**config.mk**
```make
export PLATFORM = sky130hd
export DESIGN_NAME = pi_spi_bridge
export DESIGN_NICKNAME = d
export VERILOG_FILES = /design/src/rtl/pi_bridge_pkg.sv /design/src/rtl/sync_edge.sv /design/src/rtl/pi_spi_bridge.sv
export SDC_FILE = /design/constraint.sdc
export NUM_CORES = 1
export LEC_CHECK = 0
export CORE_ASPECT_RATIO = 0.6
export CORE_MARGIN = 2
export CORE_UTILIZATION = 25
export CTS_CLUSTER_SIZE = 12
export DETAILED_ROUTE_END_ITERATION = 10
export PLACE_DENSITY_LB_ADDON = 0.1
export RECOVER_POWER = 50
export SYNTH_ARGS = -nofsm -noshare
export SYNTH_HDL_FRONTEND = slang
export SYNTH_HIERARCHICAL = 1
export SYNTH_SLANG_ARGS = --single-unit
```
**constraint.sdc**
```tcl
create_clock -name clk -period 4.15 [get_ports clk]
set_clock_uncertainty 0.15 [all_clocks]
set_input_delay 0.83 -clock clk [delete_from_list [all_inputs] [get_ports clk]]
set_output_delay 0.83 -clock clk [all_outputs]
set_load 0.05 [all_outputs]
```
**src/rtl/pi_bridge_pkg.sv**
```systemverilog
// Shared types and constants for the Pi-side SPI register bridge.
package pi_bridge_pkg;

  typedef enum logic [2:0] {
    StIdle,
    StCmd,
    StAddrHi,
    StAddrLo,
    StData
  } bridge_state_e;

  localparam int unsigned CMD_WRITE_BIT = 7;
  localparam logic [15:0] KBD_BASE_ADDR = 16'hE800;

endpackage

```
**src/rtl/sync_edge.sv**
```systemverilog
// N-stage synchronizer for an asynchronous pin, with single-cycle rise/fall pulses
// derived from the synchronized level.
module sync_edge #(
  parameter int unsigned Stages   = 2,
  parameter bit          ResetVal = 1'b0
) (
  input  logic clk,
  input  logic reset_n,
  input  logic d_i,
  output logic q_o,
  output logic rise_o,
  output logic fall_o
);

  logic [Stages-1:0] sync_q;
  logic              prev_q;

  always_ff @(posedge clk or negedge reset_n) begin
    if (!reset_n) begin
      sync_q <= {Stages{ResetVal}};
      prev_q <= ResetVal;
    end else begin
      sync_q <= (sync_q << 1) | Stages'(d_i);
      prev_q <= sync_q[Stages-1];
    end
  end

  assign q_o    = sync_q[Stages-1];
  assign rise_o = q_o & ~prev_q;
  assign fall_o = ~q_o & prev_q;

endmodule

```
**src/rtl/pi_spi_bridge.sv**
```systemverilog
// SPI mode-0 target that decodes CMD/ADDR_HI/ADDR_LO/DATA frames into the
// Pi-side parallel register bus, with prefetching burst reads.
module pi_spi_bridge
  import pi_bridge_pkg::*;
#(
  parameter int unsigned SYNC_STAGES = 2
) (
  input  logic        clk,
  input  logic        reset_n,
  input  logic        spi_cs_n,
  input  logic        spi_sck,
  input  logic        spi_mosi,
  output logic        spi_miso,
  output logic [15:0] pi_addr,
  output logic [7:0]  pi_data,
  output logic        pi_write_strobe,
  output logic        pi_read_strobe,
  input  logic [7:0]  pi_rd_data
);

  logic sck_rise, sck_fall, sck_unused;
  logic cs_rise, cs_fall, cs_unused;
  logic mosi_s, mosi_rise_unused, mosi_fall_unused;

  sync_edge #(.Stages(SYNC_STAGES), .ResetVal(1'b0)) u_sync_sck (
    .clk     (clk),
    .reset_n (reset_n),
    .d_i     (spi_sck),
    .q_o     (sck_unused),
    .rise_o  (sck_rise),
    .fall_o  (sck_fall)
  );

  // Resetting CS low means a frame still in flight after reset never looks
  // like a fresh falling edge.
  sync_edge #(.Stages(SYNC_STAGES), .ResetVal(1'b0)) u_sync_cs (
    .clk     (clk),
    .reset_n (reset_n),
    .d_i     (spi_cs_n),
    .q_o     (cs_unused),
    .rise_o  (cs_rise),
    .fall_o  (cs_fall)
  );

  sync_edge #(.Stages(SYNC_STAGES), .ResetVal(1'b0)) u_sync_mosi (
    .clk     (clk),
    .reset_n (reset_n),
    .d_i     (spi_mosi),
    .q_o     (mosi_s),
    .rise_o  (mosi_rise_unused),
    .fall_o  (mosi_fall_unused)
  );

  bridge_state_e state_q, state_d;
  logic [2:0]  bit_cnt_q, bit_cnt_d;
  logic [7:0]  rx_q, rx_d;
  logic [7:0]  tx_q, tx_d;
  logic        miso_q, miso_d;
  logic        is_write_q, is_write_d;
  logic [15:0] addr_q, addr_d;
  logic [7:0]  data_q, data_d;
  logic        wr_stb_q, wr_stb_d;
  logic        rd_stb_q, rd_stb_d;
  logic        cap_q, cap_d;
  logic [7:0]  rx_byte;

  always_ff @(posedge clk or negedge reset_n) begin
    if (!reset_n) begin
      state_q    <= StIdle;
      bit_cnt_q  <= 3'd0;
      rx_q       <= 8'h00;
      tx_q       <= 8'h00;
      miso_q     <= 1'b0;
      is_write_q <= 1'b0;
      addr_q     <= 16'h0000;
      data_q     <= 8'h00;
      wr_stb_q   <= 1'b0;
      rd_stb_q   <= 1'b0;
      cap_q      <= 1'b0;
    end else begin
      state_q    <= state_d;
      bit_cnt_q  <= bit_cnt_d;
      rx_q       <= rx_d;
      tx_q       <= tx_d;
      miso_q     <= miso_d;
      is_write_q <= is_write_d;
      addr_q     <= addr_d;
      data_q     <= data_d;
      wr_stb_q   <= wr_stb_d;
      rd_stb_q   <= rd_stb_d;
      cap_q      <= cap_d;
    end
  end

  always_comb begin
    state_d    = state_q;
    bit_cnt_d  = bit_cnt_q;
    rx_d       = rx_q;
    tx_d       = tx_q;
    miso_d     = miso_q;
    is_write_d = is_write_q;
    addr_d     = addr_q;
    data_d     = data_q;
    wr_stb_d   = 1'b0;
    rd_stb_d   = 1'b0;
    cap_d      = rd_stb_q;
    rx_byte    = {rx_q[6:0], mosi_s};

    if (wr_stb_q) begin
      addr_d = addr_q + 16'd1;
    end
    // Prefetch capture is dropped once the frame has ended.
    if (cap_q && (state_q != StIdle)) begin
      tx_d   = pi_rd_data;
      miso_d = pi_rd_data[7];
      addr_d = addr_q + 16'd1;
    end

    if (cs_rise || cs_fall) begin
      state_d   = cs_rise ? StIdle : StCmd;
      bit_cnt_d = 3'd0;
      rx_d      = 8'h00;
      tx_d      = 8'h00;
      miso_d    = 1'b0;
    end else if (state_q != StIdle) begin
      // miso takes tx[7] before the shift, so a freshly loaded MSB survives
      // the falling edge that follows the previous byte's last rising edge.
      if (sck_fall) begin
        miso_d = tx_q[7];
        tx_d   = {tx_q[6:0], 1'b0};
      end
      if (sck_rise) begin
        rx_d      = rx_byte;
        bit_cnt_d = bit_cnt_q + 3'd1;
        if (bit_cnt_q == 3'd7) begin
          case (state_q)
            StCmd: begin
              is_write_d = rx_byte[CMD_WRITE_BIT];
              state_d    = StAddrHi;
            end
            StAddrHi: begin
              addr_d[15:8] = rx_byte;
              state_d      = StAddrLo;
            end
            StAddrLo: begin
              addr_d[7:0] = rx_byte;
              rd_stb_d    = ~is_write_q;
              state_d     = StData;
            end
            StData: begin
              if (is_write_q) begin
                data_d   = rx_byte;
                wr_stb_d = 1'b1;
              end else begin
                rd_stb_d = 1'b1;
              end
            end
            default: state_d = StIdle;
          endcase
        end
      end
    end
  end

  assign spi_miso        = miso_q;
  assign pi_addr         = addr_q;
  assign pi_data         = data_q;
  assign pi_write_strobe = wr_stb_q;
  assign pi_read_strobe  = rd_stb_q;

endmodule

```
* After elaboration in Yosys (flattened, before gate mapping)
Index checks and enable logic that the tools add are counted.
Cells by class: bitwise gates (word level) 13, equal/unequal tests 6, mux-type cells 40, add/subtract/negate cells 2, reduce and logical (&&, ||, !) cells 10
Operators by type and width (number):
- $mux W16 | 6
- $mux W8 | 6
- $mux W3 | 7
- $mux W7 | 3
- $add A16 B1 Y16 const B | 1
- $mux W1 | 16
- $pmux W3 S4 | 1
- $eq A3 B2 Y1 const B | 2
- $eq A3 B3 Y1 const B | 2
- $not A1 Y1 | 6
- $or A2 B1 Y2 | 3
- $reduce_and A6 Y1 | 1
- $reduce_bool A2 Y1 | 3
- $reduce_and A5 Y1 | 1
- $and A1 B1 Y1 | 4
- $reduce_and A4 Y1 | 1
- $add A3 B1 Y3 const B | 1
- $eq A3 B1 Y1 const B | 1
- $reduce_bool A3 Y1 | 1
- $ne A2 B2 Y1 const B | 1
- $pmux W1 S2 | 1
- $reduce_and A2 Y1 | 1
- $logic_and A1 B1 Y1 | 1
- $logic_or A1 B1 Y1 | 1
Word-level totals: output and inout bits 27, logic and storage cells 87, input port bits 13, register bits after elaboration 58

* Depth between registers and ports, before layout
Gate-level depths: netlist of run 1.
word-level depth 8, mapped depth 8, gate-level depth less buffers 7

* Cells and area by module
The synthesis of run 1 kept the hierarchy.
By module, submodules not included:
- pi_spi_bridge | times used 1, seq. area each 1251.2 um2, cells an instance 234, area each 2433.6 um2
- sync_edge | times used 3, seq. area each 75.1 um2, cells an instance 5, area each 90.1 um2

* Least setup slack after synthesis of run 1
Ideal clock, no wire load.
path type flip-flop to flip-flop, start point reg u_sync_cs.prev_q, end point reg data_q[0], in the netlist pi_data[0], stages on the path, launching flop included 6, buffers on the path 0, period minus slack after synthesis 1.941 ns, required time 3.875 ns, arrival 1.666 ns, setup time 0.125 ns, path slack 2.209 ns, cell sequence dfrtp_1 -> and2b_2 -> nor2_2 -> nand3_2 -> nor4_4 -> mux2_2
On the way: elaborated cells between the ends (all ways) 6, those cells by class bitwise: 4; reduce/logical: 2
RTL lines:
- start: declaration | RTL line sync_edge.sv:16 | logic prev_q;
- start signal: assignment | RTL line sync_edge.sv:21 | prev_q <= ResetVal;
- start signal: assignment | RTL line sync_edge.sv:24 | prev_q <= sync_q[Stages-1];
- $and A1 B1 Y1 | RTL line sync_edge.sv:30 | assign fall_o = ~q_o & prev_q;
- named net cs_fall | RTL line pi_spi_bridge.sv:22 | logic cs_rise, cs_fall, cs_unused;
- $logic_or A1 B1 Y1 | RTL line pi_spi_bridge.sv:119 | if (cs_rise || cs_fall) begin
- $not A1 Y1 (no line)
- $reduce_and A6 Y1 (no line)
- end signal: assignment | RTL line pi_spi_bridge.sv:88 | data_q <= data_d;
- end: declaration | RTL line pi_spi_bridge.sv:61 | logic [7:0] data_q, data_d;
The timed path passes the listed nets, and every way through them passes these cells. A chain may end at the register's enable or synchronous reset.

* Worst setup path after layout of run 1
start point reg wr_stb_q, in the netlist pi_write_strobe, end point out pi_write_strobe
RTL lines:
- start: declaration | RTL line pi_spi_bridge.sv:62 | logic wr_stb_q, wr_stb_d;
- start signal: assignment | RTL line pi_spi_bridge.sv:89 | wr_stb_q <= wr_stb_d;
- end: declaration | RTL line pi_spi_bridge.sv:16 | output logic pi_write_strobe,
No word-level cell between the ends.

==> results.toml, run 1 <==
[place]
dp_hpwl_um = 4360
port_buffers = 39
gp_congestion = 0.689
dp.cells = 415

[global_route]
grt-ovfl-total = 0
antenna_found_initial = 0
grt_usage_pct = 12.3
grt_pass1_vias = 1839
grt_max_degree = 42
grt_pass1_wl_um = 10500

[clock_tree]
cts_resized = 0
cts_tree = "built"
htree_levels = 3
cts_root_buf = "clkbuf_16"
hold_buffers = 0
cts.sinks = 58
cts_buffers = 9
clk_path_buf_depth = 2
post_cts_buffers = 0
clk_latency_ns = 0.33
clk_pin_slew_ns = 0.05

[critical_path]
critPathMaxFanout = 5
worstPathArrival_ns = 1.74
start_kind = "flop"
rrSetupSlack_ns = 1.43
r2r-start = "u_sync_sck/sync_q[1]"
r2r_cells = 4
cp_slowest_cell = "clkdlybuf4s50_1"
r2r_end = "pi_data[2]"
worstPathRequired_ns = 3.17
cp.buffers_inverters = 1
end_kind = "output pin"
timing_worst_setup_path_type = "reg -> out"
cp_top_family = "buffers and inverters"
cp_cell_sequence = "clkdlybuf4s50_1"
max_stage_delay_ns = 0.87

[timing]
slew-limit-headroom_pct = -49.9
worst_pin_slew_ns = 2.25
hold_violations = 0
rsz0062_at_grt = "false"
setup_violations = 0
slew_violations = 42
tns_ns = 0
timing.fmax_ghz = 0.367
fin_crit_ns = 2.72
period_share_pct = 65.6

[yosys]
yosysWarnings = 6
syn-num-nets = 262
syn_area_per_cell_sq_um = 10.8
synth_area_sq_um = 2660
synth_cells = 246

[detailed_routing]
drc = 0
drt_wl_total_um = 6380
ant_nets = 0
via_per_inst = 4.49
wl_per_cell_um = 14.8
drt_iter0_drc = 96
drt_pass1_iterations = 4
num_vias = 1934

[min_path]
hp-start = "u_sync_mosi/sync_q[0]"
hold_path_class = "reg -> reg"
hold_depth = 0
whs_endpoint = "u_sync_mosi/sync_q[1]"

[floorplanning]
start_util_pct = 25.4
pin_count = 40
coreArea_sq_um = 10500
die-height_um = 84.0
die_w_um = 137
die_area_sq_um = 11500
num_rows = 29

[cells_and_area]
antenna_cells = 0
drive_gt1_share_pct = 12.0
area_delta_synth_final_pct = 29.4
fin_cells = 431
finish.net_count = 303

[status]
violations = "max-capacitance violations, max-slew violations"
outcome = "finished, violations left"

[pwr]
vdd_ir_drop_max_v = 0.000208
leakage_nw = 1.42
power_density_nw_per_um2 = 391

[job]
drv_cap = 1
## how the worst max path moves through the flow
| stage | cells after the start | startpoint | endpoint | slack, ns |
|---|---|---|---|---|
| 2_1_floorplan | 5 | u_sync_cs/prev_q | pi_data[0] | 2.21 |
| 3_3_place_gp | 4 | u_sync_sck/prev_q | pi_data[1] | 1.59 |
| 3_5_place_dp | 4 | u_sync_sck/sync_q[1] | pi_data[7] | 1.49 |
| 4_1_cts | 1 | pi_write_strobe | pi_write_strobe | 1.42 |
| 5_1_grt | 1 | reset_n | pi_data[6] | 0.98 |
| 6_report | 1 | pi_write_strobe | pi_write_strobe | 1.43 |
## per-stage QoR
step           power [mW]  hold WS [ns]  setup WS [ns]  cell area [sq um]  util [%]
2_1_floorplan       0.632         0.181           2.21               2660         -
3_3_place_gp        0.666         0.183           1.59               3170      30.2
3_5_place_dp        0.666         0.187           1.49               3170      30.2
4_1_cts              1.37         0.199           1.42               3450      32.9
5_1_grt              1.41         0.214          0.984               3450      32.9
6_report             1.35         0.197           1.43               3450      32.9
## power breakdown
group / switching (mW) / internal (mW) / total, mW / leakage, nW
clock network: 0.243 / 0.450 / 0.694 / 0.143
logic: 0.0396 / 0.0228 / 0.0623 / 0.491
registers: 0.0116 / 0.579 / 0.591 / 0.786
total: 0.295 / 1.05 / 1.35 / 1.42
## registers in the layout, summed over array words and instances, names as in the netlist
register / flops
u_sync_mosi/sync_q: 2
u_sync_sck/sync_q: 2
pi_data: 8
spi_miso: 1
u_sync_cs/sync_q: 2
pi_write_strobe: 1
cap_q: 1
tx_q: 8
rx_q: 7
state_q: 3
u_sync_sck/prev_q: 1
u_sync_cs/prev_q: 1
pi_read_strobe: 1
bit_cnt_q: 3
pi_addr: 16
is_write_q: 1
## layout by cell type (no fill, tap or decap), drive strengths merged, types with 2 or more instances in the layout
cell type and n:
and2b 2, nand3 17, nand2 25, clkdlybuf4s50 35
nor3 8, and4 2, nor2b 2, clkbuf 15
a211oi 6, nor2 29, xnor2 12, dfrtp 58
dlygate4sd3 3, o21ai 10, xor2 4, ha 3
a21oi 23, mux2 11, buf 2, mux2i 11
clkinv 2, inv 2
## layout make-up
cell class	instances	area [sq um]
Tap cell	139	174
Clock buffer	14	274
Timing Repair Buffer	41	399
Inverter	2	7.51
Clock inverter	2	10.0
Multi-Input combinational cell	175	1130
Sequential cell	58	1450
Fill cell	1061	7040
## layer usage
layer / vias to the layer above / track usage [%] / wire length (um)
met5: - / 0 / 0
met4: 0 / 3.94 / 81
met3: 8 / 4.80 / 468
met2: 47 / 14.8 / 2420
met1: 937 / 19.2 / 3420
li1: 942 / - / -
No activity file was read; power rests on OpenSTA's default activity.
==> run 2, diff against run 1 <==
==> constraint.sdc (replaced) <==
create_clock -name clk -period 2.3 [get_ports clk]
set_clock_uncertainty 0.15 [all_clocks]
set_input_delay 0.46 -clock clk [delete_from_list [all_inputs] [get_ports clk]]
set_output_delay 0.46 -clock clk [all_outputs]
set_load 0.05 [all_outputs]
==> results.toml, run 2 (synthesized netlist as in run 1, its figures left out) <==
[status]
outcome = "complete, no violations"

[pwr]
switching_share_pct = 21.3
leakage_nw = 1.48
p_sw_mw = 0.558
seqPwrFrac_pct = 40.7
power_frac_comb_pct = 4.7
vdd_ir_drop_max_v = 0.000369
p_int_mw = 2.06
clock_power_share_pct = 54.7
power_density_nw_per_um2 = 740
finalPower_mw = 2.62

[clock_tree]
cts_buffers = 9
cts.sinks = 58
cts_tree = "built"
clk_latency_ns = 0.33
clk_path_buf_depth = 2
cts_root_buf = "clkbuf_16"
clk_pin_slew_ns = 0.05
htree_levels = 3

[cells_and_area]
final_cell_mix = "dfrtp_1 (58), clkdlybuf4s50_1 (33), nor2_1 (29), nand2_1 (24), a21oi_1 (23)"
nFillCells = 1068
finish.net_count = 311
drive_gt1_share_pct = 15.7
largest_reg_flops = 16
final_core_util_pct = 33.8
area_delta_synth_final_pct = 32.9
antenna_cells = 0
final_common_cell = "dfrtp_1"
multi_input_area_sq_um = 1130
seq_area_sq_um = 1450

[min_path]
hold_path_class = "reg -> reg"

[detailed_routing]
wl_per_cell_um = 14.4
via_per_inst = 4.37
drt_pass1_iterations = 4
drc = 0
drt_wl_total_um = 6330
wl_met3_um = 360
ant_nets = 0
num_vias = 1918
drt_iter0_drc = 167
met1_length_um = 3530
wl_met2_um = 2350
top_layer = "met4"

[place]
dp_hpwl_um = 4230
gp_congestion = 0.775
port_buffers = 39

[global_route]
grt_max_degree = 59
antenna_found_initial = 0
grt-ovfl-total = 0
grt_pass1_vias = 2004
grt_usage_pct = 12.6
grt_pass1_wl_um = 10800

[critical_path]
cp_cell_sequence = "clkdlybuf4s50_1"
cp_top_family = "buffers and inverters"
timing_worst_setup_path_type = "reg -> out"
cp_slowest_cell = "clkdlybuf4s50_1"
start_kind = "flop"
end_kind = "output pin"
worstPathRequired_ns = 1.69
critPathMaxFanout = 6
worstPathArrival_ns = 1.63
max_stage_delay_ns = 0.84
cp.buffers_inverters = 1

[timing]
timing.fmax_ghz = 0.447
fin_crit_ns = 2.24
tns_ns = 0
setup_violations = 0
period_share_pct = 97.3
rsz0062_at_grt = "false"
slew-limit-headroom_pct = 44.9
slew_violations = 0
hold_violations = 0
worst_pin_slew_ns = 0.826

[floorplanning]
die-height_um = 84.0
num_rows = 29
coreArea_sq_um = 10500
start_util_pct = 25.4
pin_count = 40
die_w_um = 137
die_area_sq_um = 11500

[job]
drv_cap = 0
[run 2: changes by cell type in the layout (fill, tap and decap cells not counted), sizes merged]
cell	delta
buf	+8
clkbuf	-3
bufinv	+2
clkdlybuf4s50	-2
clkinv	+2
dlygate4sd3	+1
[run 2: final cells by class]
class,instances,area share (%)
well taps,139,4.91
repair buffers,49,12.8
multi-input cells,175,32.0
clock inverters,6,2.26
flip-flops and latches,58,41.0
inverters,2,0.212
clock buffers,10,6.75
[run 2: path summary, 6_finish.rpt]
check                                       from               endpoint  slack [ns]  cells past startpoint
min in group asynchronous                reset_n            pi_addr[14]        0.73                      3
hold / removal             u_sync_mosi/sync_q[0]  u_sync_mosi/sync_q[1]        0.20                      0
max in group asynchronous                reset_n             pi_data[0]        0.73                      3
setup / recovery                      pi_addr[8]             pi_addr[8]        0.06                      1
hold reg to reg            u_sync_mosi/sync_q[0]  u_sync_mosi/sync_q[1]        0.20                      0
setup reg to reg             u_sync_cs/sync_q[1]             pi_data[7]        0.19                      6
[run 2: metrics by stage]
stage               setup slack (ns)  std cells  area (sq um)  hold WS, ns
finish                        0.0632        439          3540        0.196
global route                  0.0121        439          3540        0.204
CTS                           0.0479        439          3560        0.196
detailed placement             0.263        422          3230        0.185
global placement               0.258        422          3230        0.185
floorplan                      0.359        246          2660       0.0144
[run 2: repair_timing]
| item | CTS | global route |
|---|---|---|
| setup buffers | 0 | 0 |
| hold buffers | 1 | 0 |
| hold endpoints to repair | 9 | 0 |
| resized for setup | 0 | 0 |
[run 2: per-layer routing]
layer	track usage (%)	up-vias
li1	-	954
met1	19.4	917
met2	15.0	38
met3	5.46	9
met4	4.22	0
met5	0	-
[run 2: power groups by stage]
stage / clock network [mW] / logic, mW / registers, mW
final: 1.43 / 0.122 / 1.06
after global routing: 1.51 / 0.139 / 1.07
after CTS: 1.48 / 0.131 / 1.06
after detailed placement: 0 / 0.128 / 1.08
after global placement: 0 / 0.131 / 1.08
after floorplan: 0 / 0.0638 / 1.08
==> run 3, diff against run 2 <==
--- a/config.mk
+++ b/config.mk
@@ -7,7 +7,7 @@
 export LEC_CHECK = 0
 export CORE_ASPECT_RATIO = 0.6
 export CORE_MARGIN = 2
-export CORE_UTILIZATION = 25
+export CORE_UTILIZATION = 50
 export CTS_CLUSTER_SIZE = 12
 export DETAILED_ROUTE_END_ITERATION = 10
 export PLACE_DENSITY_LB_ADDON = 0.1
==> constraint.sdc (replaced) <==
create_clock -name clk -period 2.2 [get_ports clk]
set_clock_uncertainty 0.15 [all_clocks]
set_input_delay 0.44 -clock clk [delete_from_list [all_inputs] [get_ports clk]]
set_output_delay 0.44 -clock clk [all_outputs]
set_load 0.05 [all_outputs]
==> results.toml, run 3 (synthesized netlist as in run 1, its figures left out) <==
[status]
outcome = "complete, no violations"

[timing]
hold_violations = 0
rsz0062_at_grt = "false"
period_share_pct = 98.0
slew_violations = 0
slew-limit-headroom_pct = 48.0
timing.fmax_ghz = 0.464
hold_ws_ns = 0.203
worst_pin_slew_ns = 0.781
worst_slack_ns = 0.0437
tns_ns = 0
setup_violations = 0
fin_crit_ns = 2.16

[cells_and_area]
fin_cells = 368
final_core_util_pct = 65.9
largest_reg_flops = 16
drive_gt1_share_pct = 17.2
nFillCells = 404
final_cell_mix = "dfrtp_1 (58), nor2_1 (28), clkdlybuf4s50_1 (25), nand2_1 (24), a21oi_1 (23)"
fin_area_sq_um = 3360
finish.net_count = 313
final_common_cell = "dfrtp_1"
antenna_cells = 0
area_delta_synth_final_pct = 26.3

[critical_path]
cp_top_family = "buffers and inverters"
cp_cell_sequence = "clkdlybuf4s50_1"
cp_slowest_cell = "clkdlybuf4s50_1"
worstPathRequired_ns = 1.61
worstPathArrival_ns = 1.57
cp.buffers_inverters = 1
critPathMaxFanout = 5
start_kind = "flop"
timing_worst_setup_path_type = "reg -> out"
max_stage_delay_ns = 0.83
end_kind = "output pin"

[clock_tree]
clk_pin_slew_ns = 0.06
htree_levels = 3
cts_tree = "built"
cts_buffers = 9
cts_root_buf = "clkbuf_8"
clk_latency_ns = 0.33
clk_path_buf_depth = 2
post_cts_buffers = 0
cts.sinks = 58

[min_path]
hold_path_class = "reg -> reg"

[pwr]
seqPwrFrac_pct = 47.8
clock_power_share_pct = 46.4
p_int_mw = 1.81
p_sw_mw = 0.508
switching_share_pct = 21.9
power_density_nw_per_um2 = 689
finalPower_mw = 2.32
leakage_nw = 1.51
vdd_ir_drop_max_v = 0.000453
power_frac_comb_pct = 5.8

[floorplanning]
pin_count = 40
die_w_um = 98.2
start_util_pct = 52.2
die_area_sq_um = 5950
coreArea_sq_um = 5100
num_rows = 20
die-height_um = 60.5

[detailed_routing]
drt_iter0_drc = 110
drc = 0
num_vias = 1976
via_per_inst = 5.37
drt_pass1_iterations = 4
ant_nets = 0
drt_wl_total_um = 5570
wl_per_cell_um = 15.1

[global_route]
grt_usage_pct = 21.4
grt_pass1_wl_um = 9560
grt_max_degree = 59
antenna_found_initial = 0
grt_pass1_vias = 1881
grt-ovfl-total = 0

[place]
dp.cells = 351
dp_hpwl_um = 3780
port_buffers = 39
dpl_cell_area_sq_um = 3150
gp_congestion = 0.807
place_ws_ns = 0.201

[job]
drv_cap = 0
## run 3: area by class of cell
cell class	count	area [sq um]	area share [%]
Clock inverter	5	77.6	2.31
Inverter	2	7.51	0.223
Sequential cell	58	1450	43.1
Clock buffer	11	141	4.20
Tap cell	66	82.6	2.45
Timing Repair Buffer	51	467	13.9
Multi-Input combinational cell	175	1140	33.8
## run 3: power groups by stage
| stage | sequential, mW | combinational [mW] | clock (mW) |
|---|---|---|---|
| floorplan | 1.13 | 0.0667 | 0 |
| global placement | 1.13 | 0.139 | 0 |
| detailed placement | 1.13 | 0.139 | 0 |
| CTS | 1.11 | 0.141 | 1.11 |
| global route | 1.11 | 0.153 | 1.15 |
| finish | 1.11 | 0.135 | 1.08 |
## run 3: metal layers
layer,vias up,wire length (um),GRT usage [%]
li1,962,-,-
met1,959,2910,31.8
met2,53,2360,30.0
met3,2,282,6.68
met4,0,19,7.63
met5,-,0,0
## run 3: path summary, 6_finish.rpt
check | start | end | slack [ns] | cells after the start
max in group asynchronous | reset_n | pi_addr[11] | 0.70 | 3
max reg2reg | bit_cnt_q[0] | pi_data[2] | 0.19 | 6
min in group asynchronous | reset_n | u_sync_cs/sync_q[1] | 0.68 | 3
min | u_sync_cs/sync_q[0] | u_sync_cs/sync_q[1] | 0.20 | 0
max | pi_addr[9] | pi_addr[9] | 0.04 | 1
min reg2reg | u_sync_cs/sync_q[0] | u_sync_cs/sync_q[1] | 0.20 | 0
## run 3: repair_timing
item | in CTS | in global routing
hold buffers | 1 | 0
endpoints found under the setup margin | 2 | 3
endpoints found under the hold margin | 58 | 0
gates resized for setup | 2 | 3
